===== src/rtl/aes_pkg.sv =====
// ----------------------------------------------------------------------------
// aes_pkg
// Shared AES types, the GF(2^8) reduction constant, FSM encoding for the
// iterative MixColumns stage, and byte/column helper functions.
//   xtime   : multiply a byte by {02} in GF(2^8) modulo x^8+x^4+x^3+x+1
//   gmul    : multiply a byte by a 4-bit constant (covers 01,02,03,09,0b,0d,0e)
//   col_get : extract column c of a row-major state, byte (0,c) most significant
//   col_put : return the state with column c replaced by a 32-bit word
// ----------------------------------------------------------------------------
package aes_pkg;

    typedef logic [127:0] aes_state_t;
    typedef logic [31:0]  aes_word_t;
    typedef logic [7:0]   aes_byte_t;

    // Low byte of the field polynomial 0x11b; bit 8 is implied by the shift-out.
    localparam aes_byte_t AES_POLY = 8'h1b;

    typedef enum logic [1:0] {
        ST_IDLE = 2'd0,
        ST_BUSY = 2'd1,
        ST_DONE = 2'd2
    } mc_state_e;

    function automatic aes_byte_t xtime(input aes_byte_t b);
        return {b[6:0], 1'b0} ^ (b[7] ? AES_POLY : 8'h00);
    endfunction

    // Shift-and-add over the four constant bits, unrolled.
    function automatic aes_byte_t gmul(input aes_byte_t b, input logic [3:0] k);
        aes_byte_t p0;
        aes_byte_t p1;
        aes_byte_t p2;
        aes_byte_t p3;
        p0 = b;
        p1 = xtime(p0);
        p2 = xtime(p1);
        p3 = xtime(p2);
        return (k[0] ? p0 : 8'h00) ^ (k[1] ? p1 : 8'h00) ^
               (k[2] ? p2 : 8'h00) ^ (k[3] ? p3 : 8'h00);
    endfunction

    // MSB index of byte (0,c); rows follow at 32-bit strides below it.
    function automatic logic [6:0] col_msb(input logic [1:0] c);
        return 7'd127 - {2'b00, c, 3'b000};
    endfunction

    function automatic aes_word_t col_get(input aes_state_t s, input logic [1:0] c);
        logic [6:0] b;
        b = col_msb(c);
        return {s[b -: 8], s[b - 7'd32 -: 8], s[b - 7'd64 -: 8], s[b - 7'd96 -: 8]};
    endfunction

    function automatic aes_state_t col_put(input aes_state_t s, input logic [1:0] c,
                                           input aes_word_t w);
        aes_state_t r;
        logic [6:0] b;
        r = s;
        b = col_msb(c);
        r[b -: 8]          = w[31:24];
        r[b - 7'd32 -: 8]  = w[23:16];
        r[b - 7'd64 -: 8]  = w[15:8];
        r[b - 7'd96 -: 8]  = w[7:0];
        return r;
    endfunction

endpackage


===== src/rtl/mix_column_word.sv =====
// ----------------------------------------------------------------------------
// mix_column_word
// Combinational GF(2^8) transform of one AES column.
//   col_in   : column {a0,a1,a2,a3}, a0 in bits [31:24]
//   fwd_ninv : 1 = MixColumns matrix [02 03 01 01], 0 = InvMixColumns [0e 0b 0d 09]
//   col_out  : transformed column, same byte order
// Each output row uses the base coefficient row rotated right by the row index.
// ----------------------------------------------------------------------------
module mix_column_word
    import aes_pkg::*;
(
    input  logic [31:0] col_in,
    input  logic        fwd_ninv,
    output logic [31:0] col_out
);

    aes_byte_t  a0_s, a1_s, a2_s, a3_s;
    logic [3:0] m0_s, m1_s, m2_s, m3_s;

    assign a0_s = col_in[31:24];
    assign a1_s = col_in[23:16];
    assign a2_s = col_in[15:8];
    assign a3_s = col_in[7:0];

    // Select the base coefficient row for the requested direction.
    always_comb begin
        m0_s = 4'h2;
        m1_s = 4'h3;
        m2_s = 4'h1;
        m3_s = 4'h1;
        if (fwd_ninv) begin
            m0_s = 4'h2;
            m1_s = 4'h3;
            m2_s = 4'h1;
            m3_s = 4'h1;
        end else begin
            m0_s = 4'he;
            m1_s = 4'hb;
            m2_s = 4'hd;
            m3_s = 4'h9;
        end
    end

    assign col_out[31:24] = gmul(a0_s, m0_s) ^ gmul(a1_s, m1_s) ^ gmul(a2_s, m2_s) ^ gmul(a3_s, m3_s);
    assign col_out[23:16] = gmul(a0_s, m3_s) ^ gmul(a1_s, m0_s) ^ gmul(a2_s, m1_s) ^ gmul(a3_s, m2_s);
    assign col_out[15:8]  = gmul(a0_s, m2_s) ^ gmul(a1_s, m3_s) ^ gmul(a2_s, m0_s) ^ gmul(a3_s, m1_s);
    assign col_out[7:0]   = gmul(a0_s, m1_s) ^ gmul(a1_s, m2_s) ^ gmul(a2_s, m3_s) ^ gmul(a3_s, m0_s);

endmodule


===== src/rtl/mix_columns_iter.sv =====
// ----------------------------------------------------------------------------
// mix_columns_iter
// Iterative AES MixColumns / InvMixColumns stage, COLS_PER_CYCLE columns per
// clock (1, 2 or 4), with a bypass for the final AES round.
//   clk_i, rst_i           : clock, asynchronous active-high reset
//   in_valid_i/in_ready_o  : input handshake; in_ready_o only in IDLE
//   fwd_ninv_i, bypass_i   : mode, captured only on the accept edge
//   in_state               : 128-bit row-major input state
//   out_valid_o/out_ready_i: output handshake; result held under backpressure
//   out_state              : working register, driven straight from flops
// ----------------------------------------------------------------------------
module mix_columns_iter
    import aes_pkg::*;
#(
    parameter int unsigned COLS_PER_CYCLE = 32'd1
) (
    input  logic         clk_i,
    input  logic         rst_i,
    input  logic         in_valid_i,
    output logic         in_ready_o,
    input  logic         fwd_ninv_i,
    input  logic         bypass_i,
    input  logic [127:0] in_state,
    output logic         out_valid_o,
    input  logic         out_ready_i,
    output logic [127:0] out_state
);

    // Counter stride and the column index that starts the final group.
    localparam logic [1:0] COL_STEP = 2'(COLS_PER_CYCLE);
    localparam logic [1:0] LAST_COL = 2'(32'd4 - COLS_PER_CYCLE);

    mc_state_e  state_r, state_s;
    logic [1:0] col_q;
    aes_state_t work_r;
    logic       fwd_r;
    logic       accept_s;
    logic       last_s;
    logic       in_ready_r, in_ready_s;
    logic       out_valid_r, out_valid_s;

    aes_word_t  col_in_s  [COLS_PER_CYCLE];
    aes_word_t  col_out_s [COLS_PER_CYCLE];
    logic [1:0] col_idx_s [COLS_PER_CYCLE];
    // stage_s[g] is the working state with the first g columns of this edge merged.
    aes_state_t stage_s   [COLS_PER_CYCLE + 32'd1];

    assign accept_s = in_valid_i && (state_r == ST_IDLE);
    assign last_s   = (col_q == LAST_COL);

    assign stage_s[0] = work_r;

    for (genvar g = 32'd0; g < COLS_PER_CYCLE; g++) begin : g_col
        assign col_idx_s[g] = col_q + 2'(g);
        assign col_in_s[g]  = col_get(work_r, col_idx_s[g]);

        mix_column_word u_word (
            .col_in   (col_in_s[g]),
            .fwd_ninv (fwd_r),
            .col_out  (col_out_s[g])
        );

        assign stage_s[g + 1] = col_put(stage_s[g], col_idx_s[g], col_out_s[g]);
    end

    // FSM state register.
    always_ff @(posedge clk_i or posedge rst_i) begin
        if (rst_i) begin
            state_r <= ST_IDLE;
        end else begin
            state_r <= state_s;
        end
    end

    // FSM next-state logic.
    always_comb begin
        state_s = state_r;
        case (state_r)
            ST_IDLE: begin
                if (accept_s) begin
                    state_s = bypass_i ? ST_DONE : ST_BUSY;
                end else begin
                    state_s = ST_IDLE;
                end
            end
            ST_BUSY: begin
                if (last_s) begin
                    state_s = ST_DONE;
                end else begin
                    state_s = ST_BUSY;
                end
            end
            ST_DONE: begin
                if (out_ready_i) begin
                    state_s = ST_IDLE;
                end else begin
                    state_s = ST_DONE;
                end
            end
            default: state_s = ST_IDLE;
        endcase
    end

    // FSM output decode from the next state, so the handshake flags are flops.
    always_comb begin
        in_ready_s  = 1'b0;
        out_valid_s = 1'b0;
        case (state_s)
            ST_IDLE: begin
                in_ready_s  = 1'b1;
                out_valid_s = 1'b0;
            end
            ST_BUSY: begin
                in_ready_s  = 1'b0;
                out_valid_s = 1'b0;
            end
            ST_DONE: begin
                in_ready_s  = 1'b0;
                out_valid_s = 1'b1;
            end
            default: begin
                in_ready_s  = 1'b0;
                out_valid_s = 1'b0;
            end
        endcase
    end

    // Handshake output registers; in_ready is up straight out of reset.
    always_ff @(posedge clk_i or posedge rst_i) begin
        if (rst_i) begin
            in_ready_r  <= 1'b1;
            out_valid_r <= 1'b0;
        end else begin
            in_ready_r  <= in_ready_s;
            out_valid_r <= out_valid_s;
        end
    end

    // Working register: load on accept, update columns in place while busy.
    always_ff @(posedge clk_i or posedge rst_i) begin
        if (rst_i) begin
            work_r <= 128'h0;
            fwd_r  <= 1'b0;
            col_q  <= 2'd0;
        end else begin
            case (state_r)
                ST_IDLE: begin
                    if (accept_s) begin
                        work_r <= in_state;
                        fwd_r  <= fwd_ninv_i;
                        col_q  <= 2'd0;
                    end else begin
                        work_r <= work_r;
                    end
                end
                ST_BUSY: begin
                    work_r <= stage_s[COLS_PER_CYCLE];
                    col_q  <= col_q + COL_STEP;
                end
                default: begin
                    work_r <= work_r;
                end
            endcase
        end
    end

    assign in_ready_o  = in_ready_r;
    assign out_valid_o = out_valid_r;
    assign out_state   = work_r;

endmodule


===== config.mk =====
export PLATFORM = sky130hd
export DESIGN_NAME = mix_columns_iter
export DESIGN_NICKNAME = d
export VERILOG_FILES = /design/src/rtl/aes_pkg.sv /design/src/rtl/mix_column_word.sv /design/src/rtl/mix_columns_iter.sv
export SDC_FILE = /design/constraint.sdc
export NUM_CORES = 1
export LEC_CHECK = 0
export ABC_AREA = 1
export BUFFER_PORTS_ARGS = -buffer_cell sky130_fd_sc_hd__buf_2
export CORE_ASPECT_RATIO = 1.5
export CORE_MARGIN = 5
export CORE_UTILIZATION = 57
export DETAILED_ROUTE_END_ITERATION = 10
export PLACE_DENSITY_LB_ADDON = 0.12
export SETUP_SLACK_MARGIN = 0.02
export SLEW_MARGIN = 20
export SYNTH_ARGS = -nofsm -noshare
export SYNTH_HDL_FRONTEND = slang
export SYNTH_SLANG_ARGS = --single-unit
export TNS_END_PERCENT = 5

===== constraint.sdc =====
create_clock -name clk_i -period 5.4 [get_ports clk_i]
set_input_delay 0.81 -clock clk_i [delete_from_list [all_inputs] [get_ports clk_i]]
set_output_delay 0.81 -clock clk_i [all_outputs]
set_load 0.01 [all_outputs]

Word level (Yosys, flattened, before mapping)
Cells that the tools add are included.

Shift operators: 12. Add/sub/neg operators: 9. Reductions and logical operators: 6. Multiplexer cells: 95. Equality and inequality tests: 5. Bitwise operators: 72.

Operators by type and width (count): 8-bit bitwise XOR (72); 8-bit by 9-bit variable shift with 135-bit output, first input constant (4); 135-bit by 8-bit indexed part select with 8-bit output (4); 8-bit by 9-bit indexed part select with 135-bit output (4); 128-bit bitwise mux (4); 8-bit two-way mux (64); 128-bit one-hot mux with 2 select lines (1); 128-bit two-way mux (1); 5-bit two-way mux (12); 7-bit negator with 9-bit output (4); 4-bit two-way mux (4); 7-bit subtractor, second input constant (2); 2-bit two-way mux (5); 1-bit by 6-bit subtractor with 7-bit output, first input constant (1); 7-bit by 6-bit subtractor with 7-bit output, second input constant (1); 2-bit equality test, second input constant (3); 2-bit one-hot mux with 3 select lines (1); 2-bit zero test (2); 2-bit one-hot mux with 2 select lines (1); 2-bit AND reduction (2); 2-bit by 1-bit adder with 2-bit output, second input constant (1); 2-bit by 1-bit equality test with 1-bit output, second input constant (1); 1-bit two-way mux (2); 2-bit != test, second input constant (1); other kinds (2) (2).

Register bits: 135. Output and inout bits: 130.

Depth between registers and ports, before layout
Depth after elaboration: 20. Depth in mapped cells: 23. Depth with buffers taken out: 21.

By module
Synthesis repeated with hierarchy kept, for this count alone.

Cell total of the unflattened synthesis: 2280. Area, all modules: 13223.9 um^2.

Modules (own cells, without submodules): mix_columns_iter (instances 1, cells an instance 1341, sequential area each 3379.5 um^2, area an instance 8530.7 um^2); mix_column_word (instances 1, cells an instance 939, sequential area each 0.0 um^2, area an instance 4693.3 um^2).

Least setup slack after synthesis
No wires, ideal clock.

Path type: register to register. From: reg col_q[0]. To: reg work_r[40] (netlist: out_state[40]). Stages on the path, launching flop included: 13. Slack: 2.900 ns. Setup time: 0.087 ns. Required time: 5.313 ns. Clock period less this slack: 2.500 ns. Buffers on the path: 6. Arrival: 2.413 ns. Cell sequence: dfrtp_1 > buf_6 > inv_6 > buf_6 > buf_6 > clkbuf_1 > buf_2 > ha_1 > inv_1 > nor3_1 > clkbuf_1 > nand3_1 > a22oi_1.

Cells in the longest elaborated chain, start to end: 18.

Ends and longest elaborated chain: start: declaration (RTL line mix_columns_iter.sv:34) `logic [1:0] col_q;`; start signal: assignment (RTL line mix_columns_iter.sv:158) `col_q <= col_q + COL_STEP;`; 1-bit by 6-bit subtractor with 7-bit output * (RTL line aes_pkg.sv:45) `return 7'd127 - {2'b00, c, 3'b000};`; 7-bit by 6-bit subtractor with 7-bit output (RTL line aes_pkg.sv:51, aes_pkg.sv:61); 135-bit by 8-bit indexed part select with 8-bit output (RTL line aes_pkg.sv:51) `return {s[b -: 8], s[b - 7'd32 -: 8], s[b - 7'd64 -: 8], s[b - 7'd96 -: 8]};`; 5-bit two-way mux / 8-bit bitwise XOR (equally long branches) (RTL line aes_pkg.sv:26) `return {b[6:0], 1'b0} ^ (b[7] ? AES_POLY : 8'h00);`; 8-bit bitwise XOR / 5-bit two-way mux (equally long branches) (RTL line aes_pkg.sv:26); 8-bit two-way mux, or another cell as far along (RTL line aes_pkg.sv:39) `return (k[0] ? p0 : 8'h00) ^ (k[1] ? p1 : 8'h00) ^`; 8-bit bitwise XOR, or another cell as far along (RTL line aes_pkg.sv:39); 8-bit bitwise XOR / 8-bit two-way mux (equally long branches) (RTL line aes_pkg.sv:39, aes_pkg.sv:40); 8-bit bitwise XOR (RTL line aes_pkg.sv:40) `(k[2] ? p2 : 8'h00) ^ (k[3] ? p3 : 8'h00);`; 8-bit bitwise XOR (3 in a row) (RTL line mix_column_word.sv:44) `assign col_out[31:24] = gmul(a0_s, m0_s) ^ gmul(a1_s, m1_s) ^ gmul(a2_s, m2_s) ^ gmul(a3_s, m3_s);`; 8-bit by 9-bit indexed part select with 135-bit output (RTL line aes_pkg.sv:60) `r[b -: 8] = w[31:24];`; 128-bit bitwise mux (RTL line aes_pkg.sv:60); 128-bit bitwise mux (RTL line aes_pkg.sv:61) `r[b - 7'd32 -: 8] = w[23:16];`; 128-bit bitwise mux (RTL line aes_pkg.sv:62) `r[b - 7'd64 -: 8] = w[15:8];`; 128-bit bitwise mux * (RTL line aes_pkg.sv:63) `r[b - 7'd96 -: 8] = w[7:0];`; 128-bit one-hot mux with 2 select lines * (RTL line mix_columns_iter.sv:146) `case (state_r)`; end signal: assignment (RTL line mix_columns_iter.sv:149) `work_r <= in_state;`; end signal: assignment (RTL line mix_columns_iter.sv:153) `work_r <= work_r;`; end signal: assignment (RTL line mix_columns_iter.sv:157) `work_r <= stage_s[COLS_PER_CYCLE];`; end: declaration (RTL line mix_columns_iter.sv:35) `aes_state_t work_r;`.

Every way passes the cells marked *; elsewhere a longest branch is shown, timed or not. A chain may end at the register's enable or synchronous reset.

Worst setup path after layout
From: reg col_q[0]. To: reg work_r[61] (netlist: out_state[61]).

Same word-level chain as after synthesis.

==> results.md <==
- The flow ran to the end, and the final reports show no timing, DRC or antenna violations.
- The row count is 66.
- In this design, the largest share of critical-path delay is due to simple AND/OR/NAND/NOR gates.
- The number of nets in the synthesized netlist is 2121.
- The share of cell area taken by muxes after synthesis is 0%.
- The number of maximum-capacitance violations is 0.
- Yosys attributes the largest share of cell area to dfrtp_1, nand2_1, a21oi_1.
- The nature of the critical path endpoint is a flop.
- The final hold violation count is 0.
- The detailed-placement wirelength estimate is 38800 µm.
- The total number of vias is 15300.
- After detailed routing, no signal wire sits above met4.
- The pin count of the biggest net entering global routing is 136.
- The number of flops mapped to enable cells by yosys is 0.
- After detailed routing, the wire length on met1 is 19400 µm.
- For this design, the slowest cell found on the critical path is inv_6.
- The critical path runs through a total of 16 cells.
- The min-delay analysis places its worst path in the category flop to flop.
- The first global-routing pass estimated 80400 µm of wire.
- The number of DRC violations after detailed-routing iteration 0 is 1796.
- The critical setup path kind is flop to flop.
- The number of antenna violations at the first check in global routing was 0.
- Buffers inserted during clock tree synthesis total 17.
- The mean instance size in the synthesized netlist is 6.33 µm².
- For this run, design rule violations remaining after detail routing come to 0.
- Data on the critical path is required at its endpoint by 5.77 ns.
- The worst register-to-register path has a depth of 16.
- The number of synthesized register bits is 135.
- During I/O placement, the number of pins put on the boundary was 264.
- Setup violations remaining at the end of the flow were counted as 0.
- After clock tree synthesis, the clock-pin slew on the worst setup and hold paths is 0.06 ns.
- The highest cell delay on the worst timing path is 0.56 ns.
- For this run, the top clock speed supported by timing is 278 MHz.
- The clock net in this run drives a total of 135 sinks.
- The post-route netlist has 21.6% of its cells at a drive strength greater than 1.
- The die area is 25200 µm².
- After technology mapping, the gate count stands at 1983.
- The number of distinct standard cells referenced by the synthesized netlist is 41.
- The met2 wire length is 24400 µm.
- The worst path buffer plus inverter count is 2.
- The horizontal die dimension is 131 µm.
- The post-route clock skew is 0.0142 ns.
- The post-synthesis share of cell area spent on and, or, nand and nor gates is 45.5%.
- dfrtp_1 takes more of the synthesized area than any other cell.
- The detail route stage leaves a number of antenna-violating nets equal to 0.
- The kind of launch point of the worst setup path is a flop.
- The worst path in the final design needs a cycle of 3.60 ns, including I/O delays and setup.
- After routing, the total negative slack on setup checks comes to 0 ns.
- The share of the synthesized area in compound gates (AO/OA/AOI/OAI) is 10.9%.
- After clock tree synthesis, the setup repair step added 0 buffers.
- The placement-stage worst setup slack is 1.97 ns.
- At the end of routability-driven placement, the weighted congestion stood at 1.02.
- The total overflow left after global routing is 0.
- Dividing the detail-routed via count by the number of cells gives 6.17.
- Across every metal layer, demand over resource in global routing totals 40.5%.
- Compared with the post-synthesis result, the final layout area differs by 15.8%.
- Of all nets on the critical path, the largest fanout is 103.
- The clock passes through at most 2 buffers.
- Of all flip-flops after synthesis, the portion carrying an async set or reset was 100%.
- In the finished design, the share of the clock period the worst path needs comes to 66.6%.
- Port buffering added 263 buffers.
- The routed length per instance is 21.3 µm.
- The slew at the pin with the worst max-slew slack is 0.936 ns.
- The final net count is 2330.
- The number of global-route vias before repair is 14600.
- The detailed-routing iteration count for the pre-antenna-repair pass is 6.
- The commonest non-fill, non-tap cell in the layout is nand2_1.
- The cell area after synthesis is 12600 µm².
- The most used flip-flop cell after synthesis is dfrtp_1.
- The signal on the critical path passes through inv_6, buf_4, nand2_1, nand2_1, nand2_1, nand2_1, nand2_1, nand3_1, nand3_2, nand2_1, nand2_2, xnor2_2, nand3_1, nand2_2, nand3_1, a21oi_1.
- The most numerous cell on the critical path is nand2_1.
- After layout, the worst setup slack is 1.80 ns.
- The height of the die is 192 µm.
- After detailed routing, the met3 layer carries 5800 µm of wire.
- Of the total synthesized cell area, the portion taken by full adders, half adders and majority gates is 0.398%.
- The floorplan step defined a core boundary enclosing 21700 µm².
- The tree is rooted in a clkbuf_16.
- The number of cells upsized or downsized after cts is 0.
- The clock network latency to the later pin of the worst-skew pair is 0.45 ns.
- The share of synthesized area occupied by flip-flops and latches is 26.9%.
- Along the worst hold path, the cell count comes to 1.
- In the layout the commonest cells are nand2_1, buf_2, a21oi_1.
- For the worst setup path, the data arrival time is 3.96 ns.
- Setup repair after global routing left no endpoint under its margin.
- TritonCTS built the clock tree.
- After synthesis, the largest family of logic cells by area is simple AND/OR/NAND/NOR gates.
- The Yosys step of the flow raised 0 warnings.
- The xor and xnor area share after synthesis is 8.56%.
- The final max-slew violation count is 0.
- The H-tree was split into 4 levels.
- The number of hold buffers added after CTS was 0.
- The starting density of the core is 57.8%.
- After detailed routing, the total wire length is 52800 µm.
- The worst pin sits at a relative slew slack of 37.6%.
- The top cell type by area accounts for 26.7% of the synthesized area.
## metrics by stage
step | hold WS [ns] | utilization, % | cells | instance area, µm²
floorplan | 0.446 | - | 1983 | 12600
global placement | 0.458 | 64.1 | 2445 | 13900
detailed placement | 0.467 | 64.1 | 2445 | 13900
CTS | 0.475 | 66.9 | 2477 | 14500
global route | 0.507 | 66.9 | 2477 | 14500
finish | 0.475 | 67.0 | 2478 | 14500
## cell usage after synthesis, types with 3 or more instances
| cell | instances |
|---|---|
| nand2_2 | 65 |
| nor2_1 | 140 |
| ha_1 | 4 |
| xnor2_1 | 26 |
| a21oi_1 | 253 |
| buf_4 | 11 |
| nand4_1 | 76 |
| nand2_1 | 666 |
| xor2_1 | 75 |
| buf_2 | 11 |
| dfrtp_1 | 134 |
| or2_1 | 5 |
| nand2_4 | 9 |
| nand3_1 | 235 |
| nor2_4 | 3 |
| o21ai_0 | 12 |
| nand3b_1 | 12 |
| inv_2 | 29 |
| clkbuf_1 | 58 |
| nand3_4 | 8 |
| inv_1 | 91 |
| xor2_2 | 8 |
| nand3_2 | 18 |
| buf_6 | 12 |
## sequential cells by signal, indices dropped and copies added, names as in the netlist
register and flops:
out_state 128, col_q 2, state_r 2, fwd_r 1
in_ready_o 1, out_valid_o 1
## layout make-up
class,instances,area (µm²)
Timing Repair Buffer,284,1490
Antenna cell,1,2.50
Sequential cell,135,3380
Multi-Input combinational cell,1631,8240
Clock buffer,18,439
Fill cell,2005,7180
Tap cell,272,340
Clock inverter,14,173
Inverter,123,478
## logic make-up (layout without fill, tap and decap cells)
logic type	count (synthesis)	after routing
XOR/XNOR	112	112
buffers and inverters	217	439
AND/OR/NAND/NOR	1243	1243
adder cells (fa/ha/maj)	4	4
AO/OA/AOI/OAI	272	272
other	0	1
flip-flops	135	135
## worst paths after layout
kind	start	end	slack [ns]
max	col_q[0]	out_state[61]	1.80
min	state_r[0]	out_valid_o	0.48
max reg2reg	col_q[0]	out_state[61]	1.80
min reg2reg	state_r[0]	out_valid_o	0.48
max in group asynchronous	rst_i	out_state[9]	3.69
min in group asynchronous	rst_i	state_r[1]	0.57
## routing by layer
layer / global-route usage, % / vias up
met1: 50.0 / 7061
li1: - / 6929
met2: 65.8 / 1083
met5: 0 / -
met4: 23.0 / 0
met3: 8.65 / 222
Power is not shown: default switching activity piles up to over one toggle a cycle in this logic, so the estimate is an artifact.
